### src/rtl/vspu_pkg.sv
// Shared definitions for the vector scalar pack unit: firmware mode
// encodings and the helper that sizes counters and chain selects.
package vspu_pkg;

   localparam logic [7:0] MODE_PASS = 8'd0;
   localparam logic [7:0] MODE_PACK = 8'd1;

   // Width needed to index 'value' entries; never narrower than one bit
   function automatic int count_width(input int value);
      return (value <= 1) ? 1 : $clog2(value);
   endfunction

endpackage

### src/rtl/pack_lane_buffer.sv
// One chain's packing buffer: collects scalars lane by lane and presents
// the vector that would be emitted this cycle, i.e. the stored lanes plus
// the incoming scalar, with every lane past the fill level forced to zero.
module pack_lane_buffer
   import vspu_pkg::*;
#(
   parameter int N          = 8,
   parameter int DATA_WIDTH = 32,
   parameter int CNT_W      = count_width(N)
) (
   input  logic                           clk,
   input  logic                           rst_n,
   input  logic                           write,
   input  logic                           flush,
   input  logic                           clear,
   input  logic [DATA_WIDTH-1:0]          scalar,
   output logic [CNT_W-1:0]               cnt,
   output logic [N-1:0][DATA_WIDTH-1:0]   packed_data
);

   localparam logic [CNT_W-1:0] LAST = CNT_W'(N - 1);

   logic [N-1:0][DATA_WIDTH-1:0] lane_store;

   // Fill level and storage; a write that completes the vector or arrives
   // with a flush is emitted straight from the input, so it is not stored
   always_ff @(posedge clk or negedge rst_n) begin
      if (!rst_n) begin
         cnt        <= '0;
         lane_store <= '0;
      end else if (clear) begin
         cnt <= '0;
      end else if (write) begin
         if (flush || cnt == LAST) begin
            cnt <= '0;
         end else begin
            lane_store[cnt] <= scalar;
            cnt             <= cnt + 1'b1;
         end
      end else if (flush) begin
         cnt <= '0;
      end
   end

   // Candidate output vector: stored lanes, then the new scalar, then zeros
   always_comb begin
      packed_data = '0;
      for (int i = 0; i < N; i++) begin
         if (i < int'(cnt)) begin
            packed_data[i] = lane_store[i];
         end else if (write && i == int'(cnt)) begin
            packed_data[i] = scalar;
         end
      end
   end

endmodule

### src/rtl/vector_scalar_pack_unit.sv
// Vector scalar pack unit: per chain, either passes reduced vectors through
// or packs the lane-0 scalars of successive inputs into full vectors.
// Define PACK_LANE_MASK_EN to add the lane_valid_out per-lane qualifier.
module vector_scalar_pack_unit
   import vspu_pkg::*;
#(
   parameter int         N                  = 8,
   parameter int         DATA_WIDTH         = 32,
   parameter int         MAX_CHAINS         = 4,
   parameter int         PERSONAL_CONFIG_ID = 0,
   parameter logic [7:0] INITIAL_FIRMWARE [0:MAX_CHAINS-1] = '{default: 8'd0},
   localparam int        CW                 = count_width(MAX_CHAINS)
) (
   input  logic                           clk,
   input  logic                           rst_n,
   input  logic                           valid_in,
   input  logic                           eof_in,
   input  logic [CW-1:0]                  chainId_in,
   input  logic                           tracing,
   input  logic [7:0]                     configId,
   input  logic [7:0]                     configData,
   input  logic [N-1:0][DATA_WIDTH-1:0]   vector_in,
   output logic                           valid_out,
   output logic                           eof_out,
   output logic [CW-1:0]                  chainId_out,
`ifdef PACK_LANE_MASK_EN
   output logic [N-1:0]                   lane_valid_out,
`endif
   output logic [N-1:0][DATA_WIDTH-1:0]   vector_out
);

   localparam int CNT_W = count_width(N);

   logic [7:0]                   firmware [MAX_CHAINS];
   logic [MAX_CHAINS-1:0]        chain_write;
   logic [MAX_CHAINS-1:0]        chain_flush;
   logic [MAX_CHAINS-1:0]        chain_clear;
   logic [CNT_W-1:0]             chain_cnt  [MAX_CHAINS];
   logic [N-1:0][DATA_WIDTH-1:0] chain_data [MAX_CHAINS];

   logic                         cfg_hit;
   int                           cfg_slot;
   logic                         sel_pack;
   logic [CNT_W-1:0]             sel_cnt;
   logic [N-1:0][DATA_WIDTH-1:0] sel_data;
   logic                         sel_full;
   logic                         sel_empty;
   logic                         pass_emit;
   logic                         pack_emit;

   for (genvar c = 0; c < MAX_CHAINS; c++) begin : g_chain
      pack_lane_buffer #(
         .N          (N),
         .DATA_WIDTH (DATA_WIDTH),
         .CNT_W      (CNT_W)
      ) u_buffer (
         .clk         (clk),
         .rst_n       (rst_n),
         .write       (chain_write[c]),
         .flush       (chain_flush[c]),
         .clear       (chain_clear[c]),
         .scalar      (vector_in[0]),
         .cnt         (chain_cnt[c]),
         .packed_data (chain_data[c])
      );
   end

   // Decode config writes and route the current input to its chain buffer
   always_comb begin
      cfg_hit     = !tracing
                    && int'(configId) >= PERSONAL_CONFIG_ID
                    && int'(configId) <  PERSONAL_CONFIG_ID + MAX_CHAINS;
      cfg_slot    = int'(configId) - PERSONAL_CONFIG_ID;
      sel_pack    = 1'b0;
      sel_cnt     = '0;
      sel_data    = '0;
      chain_write = '0;
      chain_flush = '0;
      chain_clear = '0;
      for (int c = 0; c < MAX_CHAINS; c++) begin
         if (int'(chainId_in) == c) begin
            sel_pack       = (firmware[c] == MODE_PACK);
            sel_cnt        = chain_cnt[c];
            sel_data       = chain_data[c];
            chain_write[c] = tracing && valid_in && (firmware[c] == MODE_PACK);
            chain_flush[c] = tracing && eof_in   && (firmware[c] == MODE_PACK);
         end
         if (cfg_hit && cfg_slot == c) begin
            chain_clear[c] = 1'b1;
         end
      end
   end

   assign sel_full  = (sel_cnt == CNT_W'(N - 1));
   assign sel_empty = (sel_cnt == '0);
   assign pass_emit = tracing && !sel_pack && valid_in;
   assign pack_emit = tracing && sel_pack
                      && ((valid_in && sel_full) || (eof_in && (valid_in || !sel_empty)));

   // Per-chain firmware mode, rewritten by config cycles in this unit's window
   always_ff @(posedge clk or negedge rst_n) begin
      if (!rst_n) begin
         for (int c = 0; c < MAX_CHAINS; c++) begin
            firmware[c] <= INITIAL_FIRMWARE[c];
         end
      end else begin
         for (int c = 0; c < MAX_CHAINS; c++) begin
            if (cfg_hit && cfg_slot == c) begin
               firmware[c] <= configData;
            end
         end
      end
   end

   // Output register; vector_out holds its last value while nothing is emitted
   always_ff @(posedge clk or negedge rst_n) begin
      if (!rst_n) begin
         valid_out   <= 1'b0;
         eof_out     <= 1'b0;
         chainId_out <= '0;
         vector_out  <= '0;
      end else begin
         valid_out   <= pass_emit || pack_emit;
         eof_out     <= eof_in;
         chainId_out <= chainId_in;
         if (pass_emit) begin
            vector_out <= vector_in;
         end else if (pack_emit) begin
            vector_out <= sel_data;
         end
      end
   end

`ifdef PACK_LANE_MASK_EN
   logic [N-1:0] pack_mask;

   // Lanes carrying data in a pack emission: stored lanes plus the new scalar
   always_comb begin
      pack_mask = '0;
      for (int i = 0; i < N; i++) begin
         pack_mask[i] = (i < int'(sel_cnt)) || (valid_in && i == int'(sel_cnt));
      end
   end

   // Lane qualifier registered alongside vector_out
   always_ff @(posedge clk or negedge rst_n) begin
      if (!rst_n) begin
         lane_valid_out <= '0;
      end else if (pass_emit) begin
         lane_valid_out <= '1;
      end else if (pack_emit) begin
         lane_valid_out <= pack_mask;
      end else begin
         lane_valid_out <= '0;
      end
   end
`else
   // Without the lane mask the emitted vector alone carries the result
`endif

endmodule

### config.mk
export PLATFORM = sky130hd
export DESIGN_NAME = vector_scalar_pack_unit
export DESIGN_NICKNAME = d
export VERILOG_FILES = /design/src/rtl/vspu_pkg.sv /design/src/rtl/pack_lane_buffer.sv /design/src/rtl/vector_scalar_pack_unit.sv
export SDC_FILE = /design/constraint.sdc
export NUM_CORES = 2
export LEC_CHECK = 0
export CAP_MARGIN = 5
export CORE_MARGIN = 5
export CORE_UTILIZATION = 35
export CTS_CLUSTER_SIZE = 24
export DETAILED_ROUTE_END_ITERATION = 7
export HOLD_SLACK_MARGIN = 0.05
export PLACE_DENSITY = 0.61
export SLEW_MARGIN = 10
export SYNTH_ARGS = -nofsm -noshare
export SYNTH_HDL_FRONTEND = slang
export SYNTH_SLANG_ARGS = --single-unit
### constraint.sdc
create_clock -name clk -period 3 [get_ports clk]
set_input_delay 0.6 -clock clk [delete_from_list [all_inputs] [get_ports clk]]
set_output_delay 0.6 -clock clk [all_outputs]
set_load 0.02 [all_outputs]
### Yosys cells after proc, flatten, opt, wreduce, memory -nomap -nowiden

Index checks and enable logic that the tools add are counted.

| storage, ports and cells | value |
|---|---|
| register bits | 1328 |
| bits of input ports | 279 |
| output and inout port bits | 260 |
| logic and storage cells | 340 |

| operators by class | value |
|---|---|
| add/sub/neg operators | 4 |
| $lt $le $gt $ge | 37 |
| eq/ne operators | 43 |
| muxes and demuxes | 114 |
| bitwise operators | 8 |
| reduce and logical (&&, ||, !) cells | 83 |

Operators by type and width:

| cell | count |
|---|---|
| $mux W32 | 64 |
| $mux W256 | 6 |
| $bwmux W256 | 4 |
| $demux W32 S3 | 4 |
| $mux W3 | 20 |
| $logic_and A1 B1 Y1 | 57 |
| $eq A3 B3 Y1 const A | 16 |
| $lt A3 B3 Y1 const A | 12 |
| $eq A8 B1 Y1 const B | 4 |
| $logic_not A32 Y1 | 1 |
| $eq A2 B3 Y1 const A | 8 |
| $lt A1 B3 Y1 const A | 8 |
| $lt A2 B3 Y1 const A | 8 |
| $eq A8 B3 Y1 const B | 2 |
| $lt A3 B4 Y1 const B | 4 |
| $mux W1 | 16 |
| $eq A3 B3 Y1 const B | 5 |
| $logic_not A3 Y1 | 5 |
| $add A3 B1 Y3 const B | 4 |
| $eq A1 B3 Y1 const A | 4 |
| $ge A3 B1 Y1 const B | 4 |
| $reduce_and A3 Y1 | 4 |
| $reduce_bool A3 Y1 | 4 |
| $eq A8 B2 Y1 const B | 1 |
| 8 further kinds | 24 |

### Depth between registers and ports, before layout

| logic depth | value |
|---|---|
| depth in word-level cells | 13 |
| mapped depth | 13 |

### By module

Synthesis repeated with hierarchy kept, for this count alone.

| second synthesis, totals | value |
|---|---|
| cells, all modules | 5079 |
| area, all modules | 65148.7 sq um |

Modules (own cells, without submodules):

| module | instances | cells each | area each (sq um) | seq. area each (sq um) |
|---|---|---|---|---|
| pack_lane_buffer at g_chain[1].u_buffer ... | 3 | 863 | 11173.2 | 5680.4 |
| vector_scalar_pack_unit | 1 | 1626 | 20458.4 | 7307.0 |
| pack_lane_buffer at g_chain[0].u_buffer | 1 | 864 | 11170.7 | 5680.4 |

### Least setup slack after synthesis

No wires, ideal clock.

| timing path | value |
|---|---|
| kind | input to register |
| from | input port configId[5] |
| to | register g_chain[0].u_buffer.lane_store[160] (netlist bit) |
| data arrival time | 2.884 ns |
| data required time | 2.875 ns |
| path slack | -0.008 ns |
| stages on the path | 8 |
| path buffers | 1 |
| cell sequence | or4_1 -> or4_4 -> nor3_4 -> o21bai_4 -> nor4_1 -> nand3_1 -> buf_6 -> mux2_2 |

| between the ends | value |
|---|---|
| longest elaborated chain between the ends | 6 |
| elaborated cells between the ends (all ways) | 7 |
| those cells by class | order compare: 1; mux: 1; bitwise: 1; reduce/logical: 4 |

RTL lines:

| item | RTL line | source |
|---|---|---|
| start, declared | vector_scalar_pack_unit.sv:20 | `input logic [7:0] configId,` |
| $lt A8 B3 Y1 | vector_scalar_pack_unit.sv:72 | `&& int'(configId) < PERSONAL_CONFIG_ID + MAX_CHAINS;` |
| $logic_and A1 B1 Y1 | vector_scalar_pack_unit.sv:72 |  |
| $logic_and A1 B1 Y1 (*) | vector_scalar_pack_unit.sv:88 | `if (cfg_hit && cfg_slot == c) begin` |
| $mux W1 (*) | vector_scalar_pack_unit.sv:88 |  |
| $not A1 Y1 (no line) (*) | - |  |
| $reduce_and A3 Y1 (no line) (*) | - |  |
| end signal, assigned by index | pack_lane_buffer.sv:37 | `lane_store[cnt] <= scalar;` |
| end, declared | pack_lane_buffer.sv:23 | `logic [N-1:0][DATA_WIDTH-1:0] lane_store;` |

Every way passes the cells marked *; elsewhere a longest branch is shown, timed or not.
A chain may end at the register's enable or synchronous reset.

### Worst setup path in the final report

| timing path | value |
|---|---|
| from | register firmware[17] (netlist bit) |
| to | register vector_out[166] (netlist bit) |

| between the ends | value |
|---|---|
| longest elaborated chain between the ends | 11 |
| elaborated cells between the ends (all ways) | 20 |
| those cells by class | eq/ne: 1; mux: 11; reduce/logical: 8 |

RTL lines:

| item | RTL line | source |
|---|---|---|
| start, declared | vector_scalar_pack_unit.sv:34 | `logic [7:0] firmware [MAX_CHAINS];` |
| start signal, assigned by index | vector_scalar_pack_unit.sv:104 | `firmware[c] <= INITIAL_FIRMWARE[c];` |
| start signal, assigned by index | vector_scalar_pack_unit.sv:109 | `firmware[c] <= configData;` |
| $eq A8 B1 Y1 (*) | vector_scalar_pack_unit.sv:82, vector_scalar_pack_unit.sv:85 |  |
| $logic_and A1 B1 Y1 | vector_scalar_pack_unit.sv:85 | `chain_write[c] = tracing && valid_in && (firmware[c] == MODE_PACK);` |
| $mux W1 | vector_scalar_pack_unit.sv:81 | `if (int'(chainId_in) == c) begin` |
| $logic_and A1 B1 Y1 | pack_lane_buffer.sv:51 | `end else if (write && i == int'(cnt)) begin` |
| $mux W32 | pack_lane_buffer.sv:51 |  |
| $mux W32 | pack_lane_buffer.sv:49 | `if (i < int'(cnt)) begin` |
| $mux W256 (3 in a row) | vector_scalar_pack_unit.sv:81 |  |
| $mux W256 | vector_scalar_pack_unit.sv:128 | `end else if (pack_emit) begin` |
| $mux W256 | vector_scalar_pack_unit.sv:126 | `if (pass_emit) begin` |
| end signal, assigned | vector_scalar_pack_unit.sv:127 | `vector_out <= vector_in;` |
| end signal, assigned | vector_scalar_pack_unit.sv:129 | `vector_out <= sel_data;` |
| end, declared | vector_scalar_pack_unit.sv:29 | `output logic [N-1:0][DATA_WIDTH-1:0] vector_out` |

Every way passes the cells marked *; elsewhere a longest branch is shown, timed or not. The select of a mux whose other input is x is not followed.

==> results.txt <==
DRC errors left -> 0
P_leak -> 34.3 nW
Comb power frac -> 12.2%
syn nets -> 5348
clock share of power -> 45.0%
filler cell count in the final layout -> 15100
Clock Skews -> 0.0279 ns
I/O pin count -> 539
mapped cell area -> 57900 um2
Max Cap Viol -> 0
r2r startpoint -> firmware[17]
number of global-route vias before repair -> 48700
routed via count -> 47300
DR WL/cell -> 27.5 um
Chip Height -> 417 um
type of origin of the critical path -> flop
VDD IR-drop max -> 0.000577 V
initial DRC count -> 4648
worst r2r dst -> vector_out[166]
reg-to-reg slack, setup -> 0.006 ns
via density per instance -> 5.87
fraction of layout cells with a size suffix above 1 -> 32.7%
kind of critical path -> reg2reg
Rows -> 149
Max Root-Sink Buffers -> 3
first-pass GRT wire length -> 327 mm
Final nets -> 6059
element type at the critical path end -> flop
setup violators final -> 0
largest net degree at the start of global routing -> 142
post-synthesis register bit count -> 1200
Detailed Routing Iterations Pass 1 -> 6
routability cong. -> 0.940
Psw -> 10.6 mW
WHS Endpoint -> g_chain[3].u_buffer.lane_store[160]
DP Area -> 69500 um2
Synth cell types -> 84
Synth Flop Type -> dfrtp_1
Period minus WS final -> 2.99 ns
FF-to-FF path depth -> 9
post-route ant nets -> 0
worst-skew pair later-pin latency -> 0.79 ns
GRT Total Usage -> 24.8%
fmax -> 334 MHz
CTS buffer count -> 141
most frequent cells in the layout -> dfrtp_1, mux2_2, clkdlybuf4s50_1, buf_4, nand2_1
Final period util -> 99.8%
Slew Limit Fails -> 0
clock-pin slew on the worst setup and hold paths -> 0.06 ns
post-DP HPWL -> 152 mm
actual slew at the worst max-slew pin -> 1.39 ns
CTS tree -> yes
hold crit path type -> in2reg
post-synthesis sequential area ratio -> 51.8%
ys async rst share -> 100%
Placeable Area -> 165000 um2
CP startpoint -> firmware[17]
worst endpoint data arrival time -> 3.70 ns
port bufs -> 538
Pwr Total -> 39.9 mW
Post-Route WL -> 222 mm
register share of total power -> 42.9%
outcome -> finished clean
H-tree Lvls -> 4
min-delay src -> vector_in[0]
RSZ-0062 raised after global routing -> yes
initial antenna violation count -> 14
Root Buffer -> clkbuf_16
largest fanout on the critical path -> 25
Cell Pwr Density -> 531 nW/um2
Avg Cell Area, Syn -> 11.5 um2
required time worst endpoint -> 3.71 ns
Fin. Hold Viols -> 0
commonest non-fill, non-tap cell in the layout -> dfrtp_1
Initial Util -> 35.1%
clk sinks -> 1200
Cell Int Power -> 29.4 mW
GRT overflow -> 0
Die W -> 417 um
number of enable flip-flop cells after synthesis -> 0
Worst slew margin -> 6.79%
Hold Path Depth -> 2
switch share -> 26.5%
Area Growth Syn to Fin -> 29.8%
Yosys warning total -> 0
fin area -> 75200 um2
die area -> 174000 um2
Post-Syn Instances -> 5045
==> critical path, stage by stage (launching register included) <==
cell and delay (ns):
dfrtp_1 0.39, nor4b_2 0.39, buf_4 0.24, and4_1 0.37, nand3_1 0.21, buf_12 0.23, a221o_1 0.35, a2111oi_2 0.42
buf_4 0.18, a221o_1 0.09
==> per-stage QoR <==
step / instances / setup WS [ns] / hold WS [ns] / TNS (ns) / utilization, %
global placement: 7787 / -1.05 / 0.462 / -429.66 / 42.2
CTS: 8046 / 0.00245 / 0.111 / 0 / 45.4
floorplan: 5045 / 0.0169 / 0.304 / 0 / -
global route: 8057 / -0.0400 / 0.133 / -0.153 / 45.6
finish: 8060 / 0.00648 / 0.163 / 0 / 45.6
detailed placement: 7787 / -1.04 / 0.477 / -418.45 / 42.2
==> how the worst max path moves through the flow <==
stage	cells past startpoint	slack, ns	end
3_5_place_dp	14	-1.04	vector_out[152]
4_1_cts	11	0.002	vector_out[110]
3_3_place_gp	14	-1.05	vector_out[152]
5_1_grt	9	-0.04	vector_out[191]
2_1_floorplan	8	0.02	g_chain[0].u_buffer.lane_store[160]
6_report	9	0.006	vector_out[166]
==> final cells by class <==
class,count,area [um2],share of cell area (%)
diodes,5,12.5,0.0166
clock buffers,196,4010,5.33
clock inverters,57,867,1.15
inverters,17,67.6,0.0898
multi-input cells,3272,26200,34.8
flip-flops and latches,1200,30000,39.9
well taps,2189,2740,3.64
repair buffers,1124,11300,15.0
==> kinds of logic after synthesis <==
family	after synthesis	synth area share [%]
flip-flops	1200	51.8
AND/OR/NAND/NOR	1016	8.53
buffers and inverters	575	4.47
multiplexers	920	18.3
adder cells (fa/ha/maj)	24	0.518
AO/OA/AOI/OAI	1310	16.4
==> per-layer routing <==
layer | vias to the layer above | global-route usage (%) | wire length (um)
met5 | - | 0 | 54
met4 | 8 | 12.3 | 11700
met3 | 472 | 4.22 | 14700
met2 | 1989 | 40.9 | 107000
met1 | 24400 | 31.5 | 88200
li1 | 20400 | - | -
==> power by group through the flow <==
stage,Clock (mW),Sequential [mW],Combinational [mW]
6_report,18.0,17.1,4.86
3_3_place_gp,0,17.4,4.75
4_1_cts,18.3,17.1,4.84
5_1_grt,19.0,17.2,5.16
2_1_floorplan,0,17.9,1.49
3_5_place_dp,0,17.4,4.80
==> repair_timing <==
action | in CTS | in global routing
resized for setup | 55 | 64
setup endpoints to repair | 104 | 192
hold endpoints to repair | 78 | 0
buffers inserted | 3 | 7
cloned | 2 | 3
pin swaps | 4 | 17
hold buffers | 1 | 0
==> cell usage after synthesis (5+ instances only) <==
cell       count  area [um2]
a2111oi_0     25         219
a211o_1        6        52.6
a211oi_1      15         113
a21oi_1      349        1750
a221o_1      179        1790
a221oi_1     222        1940
a222oi_1      11         110
a22o_1        21         184
a22oi_1      207        1550
a31oi_1       20         125
and2_1        10        62.6
and3_1        73         457
buf_1         37         139
buf_2        110         551
buf_4          6        45.0
buf_6         36         405
clkbuf_1     368        1380
dfrtp_1     1200       30000
ha_1          24         300
inv_1         14        52.6
mux2_1        21         236
mux2_2       847        9540
mux2_4        48         721
nand2_1      378        1420
nand3_1      147         736
nand4_1       15        93.8
nor2_1       198         743
nor2b_1        5        31.3
nor3_1        69         345
nor3_2        10         100
nor3b_1        5        37.5
nor4_1        35         219
nor4_2         5        62.6
o211ai_1      40         300
o21ai_0      126         631
o221a_2        9         101
o22ai_1       24         150
o311ai_0       5        43.8
o31ai_1       30         225
or3_1         10        62.6
or4_1          6        45.0
==> sequential cells by signal (all words and copies together), names as in the netlist <==
register and count:
g_chain.u_buffer.lane_store 896, vector_out 256, firmware 32, g_chain.u_buffer.cnt 12
chainId_out 2, eof_out 1, valid_out 1
Note: power is estimated with default switching activity, not from simulation.
